<file path="src/rtl/shift_rot_if.sv">
// Handshake bundle for the shift/rotate pipeline.
// The producer and consumer side uses the master modport.
// The shift unit itself uses the slave modport.
interface shift_rot_if #(
    parameter int WIDTH = 32,
    parameter int AMT_W = $clog2(WIDTH)
);
    logic             in_valid;
    logic             in_ready;
    logic [2:0]       in_op;
    logic [AMT_W-1:0] in_amt;
    logic [WIDTH-1:0] in_data;
    logic [7:0]       in_tag;
    logic             out_valid;
    logic             out_ready;
    logic [WIDTH-1:0] out_data;
    logic             out_cf;
    logic             out_cf_upd;
    logic [7:0]       out_tag;

    modport master (
        output in_valid, in_op, in_amt, in_data, in_tag, out_ready,
        input  in_ready, out_valid, out_data, out_cf, out_cf_upd, out_tag
    );

    modport slave (
        input  in_valid, in_op, in_amt, in_data, in_tag, out_ready,
        output in_ready, out_valid, out_data, out_cf, out_cf_upd, out_tag
    );
endinterface

</file>
<file path="src/rtl/shift_rot_pipe.sv">
// Pipelined shift/rotate unit with one register stage per log2 mux level.
// Right-going ops are bit-reversed on entry and on exit, so a single
// left-shift datapath serves every op. Stall is global: every stage
// advances together or every stage holds.
module shift_rot_pipe #(
    parameter int WIDTH = 32,
    parameter int AMT_W = $clog2(WIDTH)
) (
    input logic        clk,
    input logic        rst,
    shift_rot_if.slave bus
);
    localparam logic [2:0] OP_SHL = 3'd0;
    localparam logic [2:0] OP_SHR = 3'd1;
    localparam logic [2:0] OP_SAR = 3'd2;
    localparam logic [2:0] OP_ROL = 3'd3;
    localparam logic [2:0] OP_ROR = 3'd4;

    function automatic logic [WIDTH-1:0] bit_rev(input logic [WIDTH-1:0] d);
        logic [WIDTH-1:0] r;
        for (int i = 0; i < WIDTH; i++) r[i] = d[WIDTH-1-i];
        return r;
    endfunction

    // Left shift by s; vacated low bits take either the wrapped top bits or the fill bit.
    function automatic logic [WIDTH-1:0] shift_level(input logic [WIDTH-1:0] d, input int s,
                                                     input logic rot, input logic fill);
        logic [2*WIDTH-1:0] t;
        t = {d, (rot ? d : {WIDTH{fill}})} << s;
        return t[2*WIDTH-1:WIDTH];
    endfunction

    function automatic logic is_right(input logic [2:0] op);
        return (op == OP_SHR) || (op == OP_SAR) || (op == OP_ROR);
    endfunction

    function automatic logic is_rot(input logic [2:0] op);
        return (op == OP_ROL) || (op == OP_ROR);
    endfunction

    logic             advance;

    // Entry-side values, before the first register stage
    logic             vld_p0;
    logic [2:0]       op_p0;
    logic [AMT_W-1:0] amt_p0;
    logic [WIDTH-1:0] data_p0;
    logic             sign_p0;
    logic             cf_p0;
    logic             upd_p0;
    logic [7:0]       tag_p0;
    logic             pass_p0;
    logic [AMT_W-1:0] neg_amt;
    logic [AMT_W-1:0] amt_m1;

    // Stage registers; the last stage keeps only valid plus the output registers
    logic             vld_p  [1:AMT_W];
    logic [2:0]       op_p   [1:AMT_W-1];
    logic [AMT_W-1:0] amt_p  [1:AMT_W-1];
    logic [WIDTH-1:0] data_p [1:AMT_W-1];
    logic             sign_p [1:AMT_W-1];
    logic             cf_p   [1:AMT_W-1];
    logic             upd_p  [1:AMT_W-1];
    logic [7:0]       tag_p  [1:AMT_W-1];

    logic [WIDTH-1:0] data_o;
    logic             cf_o;
    logic             upd_o;
    logic [7:0]       tag_o;

    // Source of each level: index 0 is the entry side, index k is stage register k
    logic             src_vld  [0:AMT_W-1];
    logic [2:0]       src_op   [0:AMT_W-1];
    logic [AMT_W-1:0] src_amt  [0:AMT_W-1];
    logic [WIDTH-1:0] src_data [0:AMT_W-1];
    logic             src_sign [0:AMT_W-1];
    logic             src_cf   [0:AMT_W-1];
    logic             src_upd  [0:AMT_W-1];
    logic [7:0]       src_tag  [0:AMT_W-1];
    logic [WIDTH-1:0] lvl_data [0:AMT_W-1];
    logic [WIDTH-1:0] fin_data;
    logic             fin_cf;

    assign advance        = ~vld_p[AMT_W] | bus.out_ready;
    assign bus.in_ready   = advance;
    assign bus.out_valid  = vld_p[AMT_W];
    assign bus.out_data   = data_o;
    assign bus.out_cf     = cf_o;
    assign bus.out_cf_upd = upd_o;
    assign bus.out_tag    = tag_o;

    // Entry decode: pass-through masking, shift carry from the original operand, reversal of right ops
    always_comb begin
        pass_p0 = bus.in_op > OP_ROR;
        upd_p0  = ~pass_p0 & (bus.in_amt != '0);
        neg_amt = '0 - bus.in_amt;
        amt_m1  = bus.in_amt - AMT_W'(1);
        cf_p0   = upd_p0 & ((bus.in_op == OP_SHL) ? bus.in_data[neg_amt] : bus.in_data[amt_m1]);
        vld_p0  = bus.in_valid;
        op_p0   = bus.in_op;
        amt_p0  = pass_p0 ? '0 : bus.in_amt;
        data_p0 = is_right(bus.in_op) ? bit_rev(bus.in_data) : bus.in_data;
        sign_p0 = bus.in_data[WIDTH-1];
        tag_p0  = bus.in_tag;
    end

    // Gather each level's source fields from the entry side or the previous stage
    always_comb begin
        src_vld[0]  = vld_p0;
        src_op[0]   = op_p0;
        src_amt[0]  = amt_p0;
        src_data[0] = data_p0;
        src_sign[0] = sign_p0;
        src_cf[0]   = cf_p0;
        src_upd[0]  = upd_p0;
        src_tag[0]  = tag_p0;
        for (int k = 1; k < AMT_W; k++) begin
            src_vld[k]  = vld_p[k];
            src_op[k]   = op_p[k];
            src_amt[k]  = amt_p[k];
            src_data[k] = data_p[k];
            src_sign[k] = sign_p[k];
            src_cf[k]   = cf_p[k];
            src_upd[k]  = upd_p[k];
            src_tag[k]  = tag_p[k];
        end
    end

    // Level k+1 shifts by 2^(AMT_W-1-k) when that amount bit is set
    always_comb begin
        for (int k = 0; k < AMT_W; k++) begin
            lvl_data[k] = src_amt[k][AMT_W-1-k]
                        ? shift_level(src_data[k], 1 << (AMT_W-1-k), is_rot(src_op[k]),
                                      (src_op[k] == OP_SAR) & src_sign[k])
                        : src_data[k];
        end
    end

    // Un-reverse right ops; rotate carry comes from bit 0 of the left-domain result
    always_comb begin
        fin_data = is_right(src_op[AMT_W-1]) ? bit_rev(lvl_data[AMT_W-1]) : lvl_data[AMT_W-1];
        fin_cf   = is_rot(src_op[AMT_W-1]) ? (lvl_data[AMT_W-1][0] & src_upd[AMT_W-1])
                                           : src_cf[AMT_W-1];
    end

    // Valid bits: cleared by reset, shifted together with the data on advance
    always_ff @(posedge clk) begin
        if (rst) begin
            for (int k = 1; k <= AMT_W; k++) vld_p[k] <= 1'b0;
        end else if (advance) begin
            for (int k = 1; k <= AMT_W; k++) vld_p[k] <= src_vld[k-1];
        end
    end

    // Intermediate data stages: no reset, move with the stream, bubbles included
    always_ff @(posedge clk) begin
        if (advance) begin
            for (int k = 1; k < AMT_W; k++) begin
                op_p[k]   <= src_op[k-1];
                amt_p[k]  <= src_amt[k-1];
                data_p[k] <= lvl_data[k-1];
                sign_p[k] <= src_sign[k-1];
                cf_p[k]   <= src_cf[k-1];
                upd_p[k]  <= src_upd[k-1];
                tag_p[k]  <= src_tag[k-1];
            end
        end
    end

    // Output stage registers: zero after reset, held while the consumer stalls
    always_ff @(posedge clk) begin
        if (rst) begin
            data_o <= '0;
            cf_o   <= 1'b0;
            upd_o  <= 1'b0;
            tag_o  <= '0;
        end else if (advance) begin
            data_o <= fin_data;
            cf_o   <= fin_cf;
            upd_o  <= src_upd[AMT_W-1];
            tag_o  <= src_tag[AMT_W-1];
        end
    end
endmodule

</file>
<file path="src/flat_wrapper.sv">
// flat-port wrapper written by rule: the top's interface ports become plain ports
module shift_rot_pipe_flat 
#(
    parameter int WIDTH = 32,
    parameter int AMT_W = $clog2(WIDTH)
)
  (clk, rst, bus_in_valid, bus_in_op, bus_in_amt, bus_in_data, bus_in_tag, bus_out_ready, bus_in_ready, bus_out_valid, bus_out_data, bus_out_cf, bus_out_cf_upd, bus_out_tag);
  shift_rot_if #(.WIDTH(WIDTH), .AMT_W(AMT_W)) bus_i ();
  input logic clk;
  input logic rst;
  input wire logic [$bits(bus_i.in_valid)-1:0] bus_in_valid;
  input wire logic [$bits(bus_i.in_op)-1:0] bus_in_op;
  input wire logic [$bits(bus_i.in_amt)-1:0] bus_in_amt;
  input wire logic [$bits(bus_i.in_data)-1:0] bus_in_data;
  input wire logic [$bits(bus_i.in_tag)-1:0] bus_in_tag;
  input wire logic [$bits(bus_i.out_ready)-1:0] bus_out_ready;
  output wire logic [$bits(bus_i.in_ready)-1:0] bus_in_ready;
  output wire logic [$bits(bus_i.out_valid)-1:0] bus_out_valid;
  output wire logic [$bits(bus_i.out_data)-1:0] bus_out_data;
  output wire logic [$bits(bus_i.out_cf)-1:0] bus_out_cf;
  output wire logic [$bits(bus_i.out_cf_upd)-1:0] bus_out_cf_upd;
  output wire logic [$bits(bus_i.out_tag)-1:0] bus_out_tag;
  assign bus_i.in_valid = bus_in_valid;
  assign bus_i.in_op = bus_in_op;
  assign bus_i.in_amt = bus_in_amt;
  assign bus_i.in_data = bus_in_data;
  assign bus_i.in_tag = bus_in_tag;
  assign bus_i.out_ready = bus_out_ready;
  assign bus_in_ready = bus_i.in_ready;
  assign bus_out_valid = bus_i.out_valid;
  assign bus_out_data = bus_i.out_data;
  assign bus_out_cf = bus_i.out_cf;
  assign bus_out_cf_upd = bus_i.out_cf_upd;
  assign bus_out_tag = bus_i.out_tag;
  shift_rot_pipe #(.WIDTH(WIDTH), .AMT_W(AMT_W)) u_core (.clk(clk), .rst(rst), .bus(bus_i));
endmodule
</file>
<file path="config.mk">
export PLATFORM = sky130hd
export DESIGN_NAME = shift_rot_pipe_flat
export DESIGN_NICKNAME = d
export VERILOG_FILES = /design/src/rtl/shift_rot_if.sv /design/src/rtl/shift_rot_pipe.sv /design/src/flat_wrapper.sv
export SDC_FILE = /design/constraint.sdc
export NUM_CORES = 1
export LEC_CHECK = 0
export BUFFER_PORTS_ARGS = -buffer_cell sky130_fd_sc_hd__buf_2
export CORE_ASPECT_RATIO = 1.25
export CORE_MARGIN = 5
export CORE_UTILIZATION = 52
export DETAILED_ROUTE_END_ITERATION = 7
export GPL_TIMING_DRIVEN = 0
export PLACE_DENSITY = 0.69
export SLEW_MARGIN = 20
export SYNTH_ARGS = -nofsm -noshare
export SYNTH_HDL_FRONTEND = slang
export SYNTH_SLANG_ARGS = --single-unit
</file>
<file path="constraint.sdc">
create_clock -name clk -period 7.86 [get_ports clk]
set_input_delay 0.393 -clock clk [delete_from_list [all_inputs] [get_ports clk]]
set_output_delay 0.393 -clock clk [all_outputs]
set_load 0.1 [all_outputs]
</file>
* Word-level counts from Yosys, hierarchy flattened *
Memory sizes are Yosys's and may differ from the RTL's. A register that Yosys moved wholly into a read port is not among the register bits.
Cells that the tools add are included.

storage, ports and cells
  flip-flop bits (word level) = 34
  bits in writable memories = 209
  output and inout bits = 44
  word-level logic and storage cells = 90
  memories kept = 8

cells by class
  add/subtract/negate cells = 2
  magnitude comparators = 3
  equal/unequal tests = 17
  mux-type cells = 30
  bitwise logic cells = 16
  reduce and logical (&&, ||, !) cells = 11

memory list
  memory         depth  width  read ports  clocked after Yosys merged registers in  write ports  line                  source
  u_core.data_p  4      32     4           0                                        4            shift_rot_pipe.sv:60  logic [WIDTH-1:0] data_p [1:AMT_W-1];
  u_core.tag_p   4      8      4           1                                        4            shift_rot_pipe.sv:64  logic [7:0] tag_p [1:AMT_W-1];
  u_core.amt_p   4      5      4           0                                        4            shift_rot_pipe.sv:59  logic [AMT_W-1:0] amt_p [1:AMT_W-1];
  u_core.op_p    4      3      4           0                                        4            shift_rot_pipe.sv:58  logic [2:0] op_p [1:AMT_W-1];
  u_core.vld_p   5      1      5           0                                        5            shift_rot_pipe.sv:57  logic vld_p [1:AMT_W];
  u_core.cf_p    4      1      4           0                                        4            shift_rot_pipe.sv:62  logic cf_p [1:AMT_W-1];
  +2 memories    -      -      -           -                                        -            -

operator list
  cell                 count
  $mux 32              12
  $eq 3x2->1 const B   10
  $eq 3x3->1 const B   5
  $mux 1               15
  $lt 5x6->1 const B   2
  $bmux 1 s5           2
  $logic_or 1x1->1     9
  $and 1x1->1          8
  $eq 3x1->1 const B   2
  $or 1x1->1           6
  $mux 5               1
  $reduce_bool 5->1    1
  $sub 1x5->5 const A  1
  $sub 5x1->5 const B  1
  $gt 3x3->1 const B   1
  $logic_not 3->1      1
  $not 1->1            2

* Depth between registers and ports, before layout *
Gate-level depths: netlist (run 1).

  word-level depth = 6
  depth in mapped cells = 10
  depth with buffers taken out = 8

* Worst setup path before layout (run 1) *
OpenSTA, ideal clock, no wires.

  path kind = register to register
  start point = memory u_core.vld_p[5]
  end point = register u_core.amt_p[0][10] (netlist name)
  setup time = 0.675 ns
  arrival time = 7.533 ns
  required time = 7.185 ns
  slack = -0.348 ns
  cell stages (with the launch flop) = 5
  path through = edfxtp_1 > nor2b_1 > clkbuf_1 > clkinv_1 > clkbuf_1

RTL lines
  element             line
  start: declaration  shift_rot_pipe.sv:57

==> metrics, run 1 <==
status completed; GRT Total Usage 19.3%; clk sinks 241; Diodes inserted 0; fillers 1696; crit path kind reg2out; Post-CTS Setup Bufs 0; Layout Nets 1047; Post-Synthesis Cells 873; Leakage 5.02 nW; Die Wd 142 um; Hold Fails Final Rpt 0; wirelength, routed 23900 um; Die Y-Extent 175 um; Final Slew Violations 0; syn_nets 927; # setup viols final 0; Yosys reg bits 241; Cell variety after synth 47; synth-to-layout area growth 14.3%; min cycle time layout 3050 ps; XOR/XNOR share of the synthesized area 0.606%; largest family of logic cells by synthesized area multiplexers; Syn. warnings 0; startpoint types flop; multiplexer share of the synthesized area 19.3%; die area 24900 sq um; core area 21500 sq um; most common cell in the synthesized netlist edfxtp_1; top cells by area, synth edfxtp_1, mux2_2, mux4_2; clk buf depth 3; critical path peak fanout 73; H-tree lvl count 1; FF/Latch Area 6820 sq um; number of synthesized flops with an enable pin 199; antenna violations before repair 0; DR WL/cell 18.5 um; Clock transition at path regs 60 ps; asr flop ratio synth 0%; Placement Rows 60; first drt pass iteration count 5; routability cong. 0.961; Avg Inst Size Synth 13.0 sq um; clk_lat worst skew 490 ps; post-synthesis compound-gate area fraction 7.04%; area fraction of the dominant cell type after synthesis 52.6%; Antenna Nets Post-Route 0; multi-input logic area 4250 sq um; total I/O pin count 96; vias in the first global route 7314; cell area after layout 13000 sq um; DP HPWL 17400 um; post-route DRC violation count 0; clock tree from TritonCTS built; worst clock skew 8.36 ps; cell area after synthesis 11400 sq um; first-pass GRT wire length 38400 um; CTS root buf clkbuf_16; synth cell count leaders edfxtp_1, nand2_1, mux2_2; hold buffers post-CTS 0; vias per cell 5.61; Simple-Gate Fraction of Synth Area 10.3%; unrepaired setup endpoints after global routing no; final setup TNS 0 ps; Synth Area in Adders 0.220%; Initial Utilization 52.7%; CTS buffer count 22; layout cell share with drive strength beyond 1 27.4%; CP arrival 2660 ps; Placed Area 12200 sq um; Slew HR 51.9%; min-delay worst type in2reg; Slew @ Worst Pin 722 ps; area leader, netlist edfxtp_1; vias after detailed routing 7228; fin crit share 38.8%; pwr dens 279 nW/um^2; Peak VDD IR 0.262 mV; sequential fraction of the synthesis area 60.0%; max-cap viol count 0; largest net degree at the start of global routing 82; Crit. End Element primary output; initial drt markers 359; Critical Path RT 7470 ps; post-CTS sizing 0; Top FF cell, synth edfxtp_1; total gr overflow 0; Max Freq 328 MHz; # port buffers 94
[cell families after synthesis]
logic type / Yosys count
mux: 153
buf+inv: 67
compound gates: 134
xor+xnor: 7
fa+ha+maj: 2
flops: 241
simple gates: 269
[sequential cells by signal (all words and copies together) (netlist names)]
register               count
u_core.data_p            128
u_core.bus.out_data       32
u_core.tag_p              32
u_core.op_p               12
u_core.amt_p              10
u_core.bus.out_tag         8
u_core.vld_p               5
u_core.cf_p                4
u_core.sign_p              4
u_core.upd_p               4
u_core.bus.out_cf          1
u_core.bus.out_cf_upd      1
[worst max-delay path, cell delays in order, from the launching register on]
cell	delay, ps
edfxtp_1	370
nor2b_1	140
clkbuf_1	190
clkinv_1	170
clkbuf_8	420
buf_16	340
buf_2	500
[path summary, 6_finish.rpt]
check	start	endpoint	slack, ps	cells past startpoint
setup / recovery	u_core.vld_p[5]	bus_in_ready	4810	6
hold / removal	bus_in_tag[4]	u_core.tag_p[1][4]	80	1
setup reg to reg	u_core.amt_p[0][20]	u_core.bus.out_data[15]	5630	7
hold reg to reg	u_core.tag_p[1][0]	u_core.tag_p[2][0]	420	0
[through the flow]
stage	setup slack, ps	std cells	power, mW	utilization (%)	hold WS [ps]
after floorplan	3120	873	2.37	-	400
after CTS	4770	1288	3.64	60.2	54.3
after detailed placement	4910	1248	2.56	56.8	405
after global placement	2380	1246	2.55	56.5	401
final	4810	1288	3.62	60.2	76.2
after global routing	4680	1288	3.77	60.2	52.0
[report_power, final]
| group | internal, mW | total [mW] | switching (mW) | leakage [nW] |
|---|---|---|---|---|
| clock network | 0.649 | 1.08 | 0.426 | 0.357 |
| registers | 1.61 | 1.73 | 0.112 | 2.47 |
| logic | 0.292 | 0.814 | 0.522 | 2.19 |
| total | 2.56 | 3.62 | 1.06 | 5.02 |
[cells in the final DEF, fill, tap and decap left out, types with 3 or more instances in the layout]
master     count
and3_1        16
clkbuf_1      49
clkbuf_16     23
o21ai_1        5
and2_1        10
buf_2        106
o211ai_1       3
a31oi_1       34
nand2b_1       4
xor2_1         4
edfxtp_1     199
nor4bb_1       4
nor2_1        22
a21oi_1       59
nor2b_1        5
o21a_1        20
inv_1          5
dfxtp_1       42
o21ai_0        5
nand3b_1       6
nand2_1      194
buf_4          3
mux2_2        86
mux2i_1       23
mux4_2        43
bufinv_16      3
[per-layer routing]
layer	vias to the layer above	wire, um	GRT usage, %
met1	3406	8810	22.2
met4	0	1000	8.40
li1	3500	-	-
met3	62	1360	2.49
met5	-	0	0
met2	260	12700	35.6
[layout make-up]
class | instances | share of cell area [%]
Sequential cell | 241 | 52.5
Multi-Input combinational cell | 565 | 32.8
Clock buffer | 32 | 4.77
Timing Repair Buffer | 96 | 4.05
Tap cell | 279 | 2.69
Buffer | 60 | 2.07
Clock inverter | 8 | 0.954
Inverter | 7 | 0.202
No activity file was read; power rests on OpenSTA's default activity.
==> inputs of run 2 (changes only) <==
- ABC_AREA: unset -> 1
- PLACE_DENSITY: 0.69 -> 0.72
- clock period: 7.86 -> 2.73 ns (I/O delays scaled with it)
==> metrics, run 2 <==
hold slack 18.6 ps; Critical Path RT 2590 ps; Yosys reg bits 241; DP HPWL 18600 um; Top FF cell, synth edfxtp_1; Post-Synthesis Cells 1098; antenna violations before repair 0; vias in the first global route 8080; asr flop ratio synth 0%; Clock transition at path regs 60 ps; Layout Nets 1292; clk_lat worst skew 490 ps; status completed; first drt pass iteration count 5; post-route DRC violation count 0; Die Wd 139 um; CTS buffer count 23; commonest non-fill, non-tap cell in the layout nand2_1; worst clock skew 7.25 ps; crit path kind reg2out; synth cell count leaders nand2_1, edfxtp_1, o21ai_0; Antenna Nets Post-Route 0; clk buf depth 3; min-delay worst type in2reg; CP arrival 2150 ps; initial drt markers 499; first-pass GRT wire length 40100 um; min cycle time layout 2280 ps; pwr dens 823 nW/um^2; layout cell share with drive strength beyond 1 14.3%; Placement Rows 59; Peak VDD IR 0.580 mV; area fraction of the dominant cell type after synthesis 55.2%; vias per cell 5.34; unrepaired setup endpoints after global routing no; critical path peak fanout 37; # setup viols final 0; routability cong. 0.994; H-tree lvl count 1; synth-to-layout area growth 17.4%; Crit. End Element primary output; largest net degree at the start of global routing 38; sequential fraction of the synthesis area 62.9%; startpoint types flop; Placed Cells 1472; Die Y-Extent 171 um; Avg Inst Size Synth 9.87 sq um; # port buffers 95; Syn. warnings 0; Initial Utilization 52.4%; area leader, netlist edfxtp_1; total power 10.5 mW; number of synthesized flops with an enable pin 199; CTS root buf clkbuf_16; Slew @ Worst Pin 861 ps; top cells by area, synth edfxtp_1, nand2_1, dfxtp_1; total I/O pin count 96; GRT Total Usage 20.6%; cell area after synthesis 10800 sq um; Non-Filler Instances 1528; fin crit share 83.6%; clk sinks 241; Cell variety after synth 31; DR WL/cell 16.2 um; Leakage 5.49 nW; Final Slew Violations 0; vias after detailed routing 8166; wirelength, routed 24800 um; syn_nets 1152; die area 23800 sq um; Hold Fails Final Rpt 0; Max Freq 438 MHz; core area 20700 sq um; Diodes inserted 0; clock tree from TritonCTS built; max FFs per register 128; max-cap viol count 0; register bank with the most flops u_core.data_p; most common cell in the synthesized netlist nand2_1; fin util 61.6%; most frequent cells in the layout nand2_1, edfxtp_1, o21ai_0, buf_2, inv_1; total gr overflow 0; Slew HR 42.3%
[run 2: cell count changes after synthesis, moves of 16 or more]
cell | before | now
nor2_1 | 22 | 52
a31oi_1 | 34 | 3
inv_1 | 5 | 113
mux4_2 | 43 | 0
o21ai_0 | 5 | 145
mux2_2 | 86 | 0
o21a_1 | 20 | 0
nand2_1 | 194 | 311
a21oi_1 | 59 | 21
nand3_1 | 2 | 55
a32o_1 | 1 | 30
and3_1 | 16 | 0
[run 2: critical path, cell delays in order, from the launching register on]
cell	delay, ps
edfxtp_1	340
inv_1	50
nor2_2	280
clkinvlp_4	240
buf_12	220
buf_12	190
buf_2	310
[run 2: area by class of cell]
cell class / instances / area [sq um]
multi-input cells: 682 / 3320
flip-flops and latches: 241 / 6820
fillers: 1710 / 7950
well taps: 274 / 343
repair inverters: 1 / 5.00
repair buffers: 114 / 713
clock inverters: 13 / 171
plain buffers: 62 / 282
inverters: 113 / 430
clock buffers: 28 / 644
[run 2: cell families (layout without fill, tap and decap cells)]
| kind of cell | count (synthesis) | in the layout | synth area share (%) |
|---|---|---|---|
| AND/OR/NAND/NOR | 425 | 425 | 15.6 |
| AO/OA/AOI/OAI | 241 | 241 | 13.5 |
| flip-flops | 241 | 241 | 62.9 |
| buffers and inverters | 175 | 331 | 6.49 |
| multiplexers | 13 | 13 | 1.20 |
| adder cells (fa/ha/maj) | 2 | 2 | 0.231 |
| XOR/XNOR | 1 | 1 | 0.0808 |
[run 2: timing repair]
item                                    in CTS  in global routing
buffers inserted                             0                  1
hold buffers                                13                  0
resized for setup                            0                  0
endpoints found under the setup margin       1                  1
hold endpoints to repair                    13                  0
gates cloned                                 1                  0
[run 2: metrics by stage]
step	worst slack, ps	instance area, sq um	setup TNS [ps]
2_1_floorplan	-2770	10800	-572200
3_3_place_gp	-2920	11700	-516750
3_5_place_dp	137	11800	0
4_1_cts	92.0	12700	0
5_1_grt	366	12700	0
6_report	446	12700	0
[run 2: where the power goes]
part / internal [mW] / leakage, nW / switching [mW]
registers: 4.65 / 2.51 / 0.240
clock network: 2.06 / 0.401 / 1.27
logic: 0.564 / 2.58 / 1.68
total: 7.27 / 5.49 / 3.19
[run 2: final timing paths]
kind	start	end	slack, ps	depth (start not counted)
min	bus_in_amt[1]	u_core.amt_p[0][6]	20	3
max	u_core.vld_p[5]	bus_in_ready	450	6
min reg2reg	u_core.tag_p[3][4]	u_core.tag_p[4][4]	420	0
max reg2reg	u_core.vld_p[5]	u_core.bus.out_data[19]	660	6
[run 2: layer usage]
layer	vias up	wire [um]	global-route usage, %	share of wire [%]
met1	3751	8970	21.8	36
met3	78	1100	2.59	4.4
met2	289	13400	39.6	54
li1	4048	-	-	-
met5	-	0	0	0
met4	0	1380	11.7	5.5
==> inputs of run 3 (changes only) <==
- clock period: 2.73 -> 2.1 ns (I/O delays scaled with it)
==> metrics, run 3 (synthesis results as in run 2) <==
cell area after layout 12800 sq um; Die Y-Extent 171 um; wirelength, routed 24800 um; critical path peak fanout 37; post-route DRC violation count 0; CTS buffer count 23; max-cap viol count 0; Layout Nets 1296; synth-to-layout area growth 18.1%; Non-Filler Instances 1532; Crit. End Element primary output; GRT Total Usage 20.7%; Leakage 5.52 nW; min cycle time layout 2020 ps; initial drt markers 516; HP Start rst; Diodes inserted 0; die area 23800 sq um; Hold Fails Final Rpt 0; H-tree lvl count 1; CP arrival 1910 ps; CTS root buf clkbuf_16; Final Slew Violations 0; min-delay worst type in2reg; worst clock skew 9.76 ps; vias in the first global route 8100; Critical Path RT 2000 ps; Placement Rows 59; register bank with the most flops u_core.data_p; Die Wd 139 um; Clock transition at path regs 60 ps; Placed Cells 1472; clock tree from TritonCTS built; hold slack 117 ps; vias per cell 5.31; CP Launch Point u_core.vld_p[5]; first-pass GRT wire length 40200 um; fin crit share 96.0%; Reg2Reg Capture Point u_core.bus.out_data[19]; total I/O pin count 96; Worst R2R Setup Slack 150 ps; layout cell share with drive strength beyond 1 14.7%; routability cong. 0.994; DR WL/cell 16.2 um; clk sinks 241; Max Freq 496 MHz; Slew @ Worst Pin 681 ps; Antenna Nets Post-Route 0; worst hold path endpoint u_core.bus.out_data[11]; # port buffers 95; clk buf depth 3; Peak VDD IR 0.755 mV; status completed; startpoint types flop; most frequent cells in the layout nand2_1, edfxtp_1, o21ai_0, buf_2, inv_1; pre-CTS WS -462 ps; commonest non-fill, non-tap cell in the layout nand2_1; clk_lat worst skew 490 ps; DP HPWL 18600 um; Worst R2R Path Depth 6; pwr dens 1060 nW/um^2; Placed Area 11800 sq um; largest net degree at the start of global routing 38; Worst Hold Depth 3; core area 20700 sq um; Slew HR 54.3%; antenna violations before repair 0; Initial Utilization 52.4%; max FFs per register 128; # setup viols final 0; unrepaired setup endpoints after global routing yes; crit path kind reg2out; first drt pass iteration count 5; vias after detailed routing 8135; Final WS setup 84.7 ps; worst r2r src u_core.vld_p[5]; total gr overflow 0
## run 3: changes by cell type in the layout (fill, tap and decap cells not counted), moves of 2 or more
cell	delta
buf_2	-3
clkbuf_1	-2
clkbuf_2	+2
clkbuf_4	+2
dlygate4sd3_1	+3
## run 3: per-stage QoR
step	util, %	power [mW]	TNS (ps)
6_report	61.9	13.6	0
2_1_floorplan	-	8.62	-724630
5_1_grt	61.9	14.3	-36.8
4_1_cts	61.7	13.7	0
3_3_place_gp	56.4	9.28	-669680
3_5_place_dp	56.9	9.34	-22690
## run 3: what timing repair did
item | CTS | global route
setup endpoints to repair | 114 | 11
cloned | 1 | 0
hold endpoints to repair | 16 | 0
hold buffers | 16 | 0
buffers inserted | 1 | 1
gates resized for setup | 3 | 9
## run 3: routing by layer
| metal | GRT usage, % | part of all wire [%] |
|---|---|---|
| met1 | 21.9 | 36 |
| met4 | 11.4 | 5.7 |
| met5 | 0 | 0 |
| met2 | 39.8 | 54 |
| met3 | 2.61 | 4.5 |
## run 3: final cells by class
type / count / area [sq um]
Sequential cell: 241 / 6820
Inverter: 113 / 430
Buffer: 62 / 289
Clock buffer: 28 / 644
Multi-Input combinational cell: 682 / 3330
Fill cell: 1702 / 7880
Tap cell: 274 / 343
Clock inverter: 13 / 171
Timing Repair Buffer: 118 / 761
Timing Repair inverter: 1 / 5.00
## run 3: critical path, stage by stage, from the launching register on
cell and delay, ps:
edfxtp_1 340, inv_1 70, nor2_4 200, clkinvlp_4 190, buf_12 210, buf_12 190, buf_8 190
## run 3: how the worst max path moves through the flow
| stage | slack [ps] | end | depth (start not counted) |
|---|---|---|---|
| 2_1_floorplan | -3400 | u_core.vld_p[1] | 6 |
| 3_3_place_gp | -3550 | u_core.bus.out_data[15] | 6 |
| 3_5_place_dp | -460 | u_core.cf_p[0][1] | 15 |
| 4_1_cts | 1 | bus_in_ready | 6 |
| 5_1_grt | -20 | u_core.cf_p[0][1] | 14 |
| 6_report | 80 | bus_in_ready | 6 |
## run 3: report_power, final
group	total, mW	leakage, nW	switching [mW]	internal (mW)
combinational	2.93	2.61	2.19	0.742
clock	4.33	0.401	1.66	2.67
sequential	6.36	2.51	0.312	6.05
total	13.6	5.52	4.16	9.46
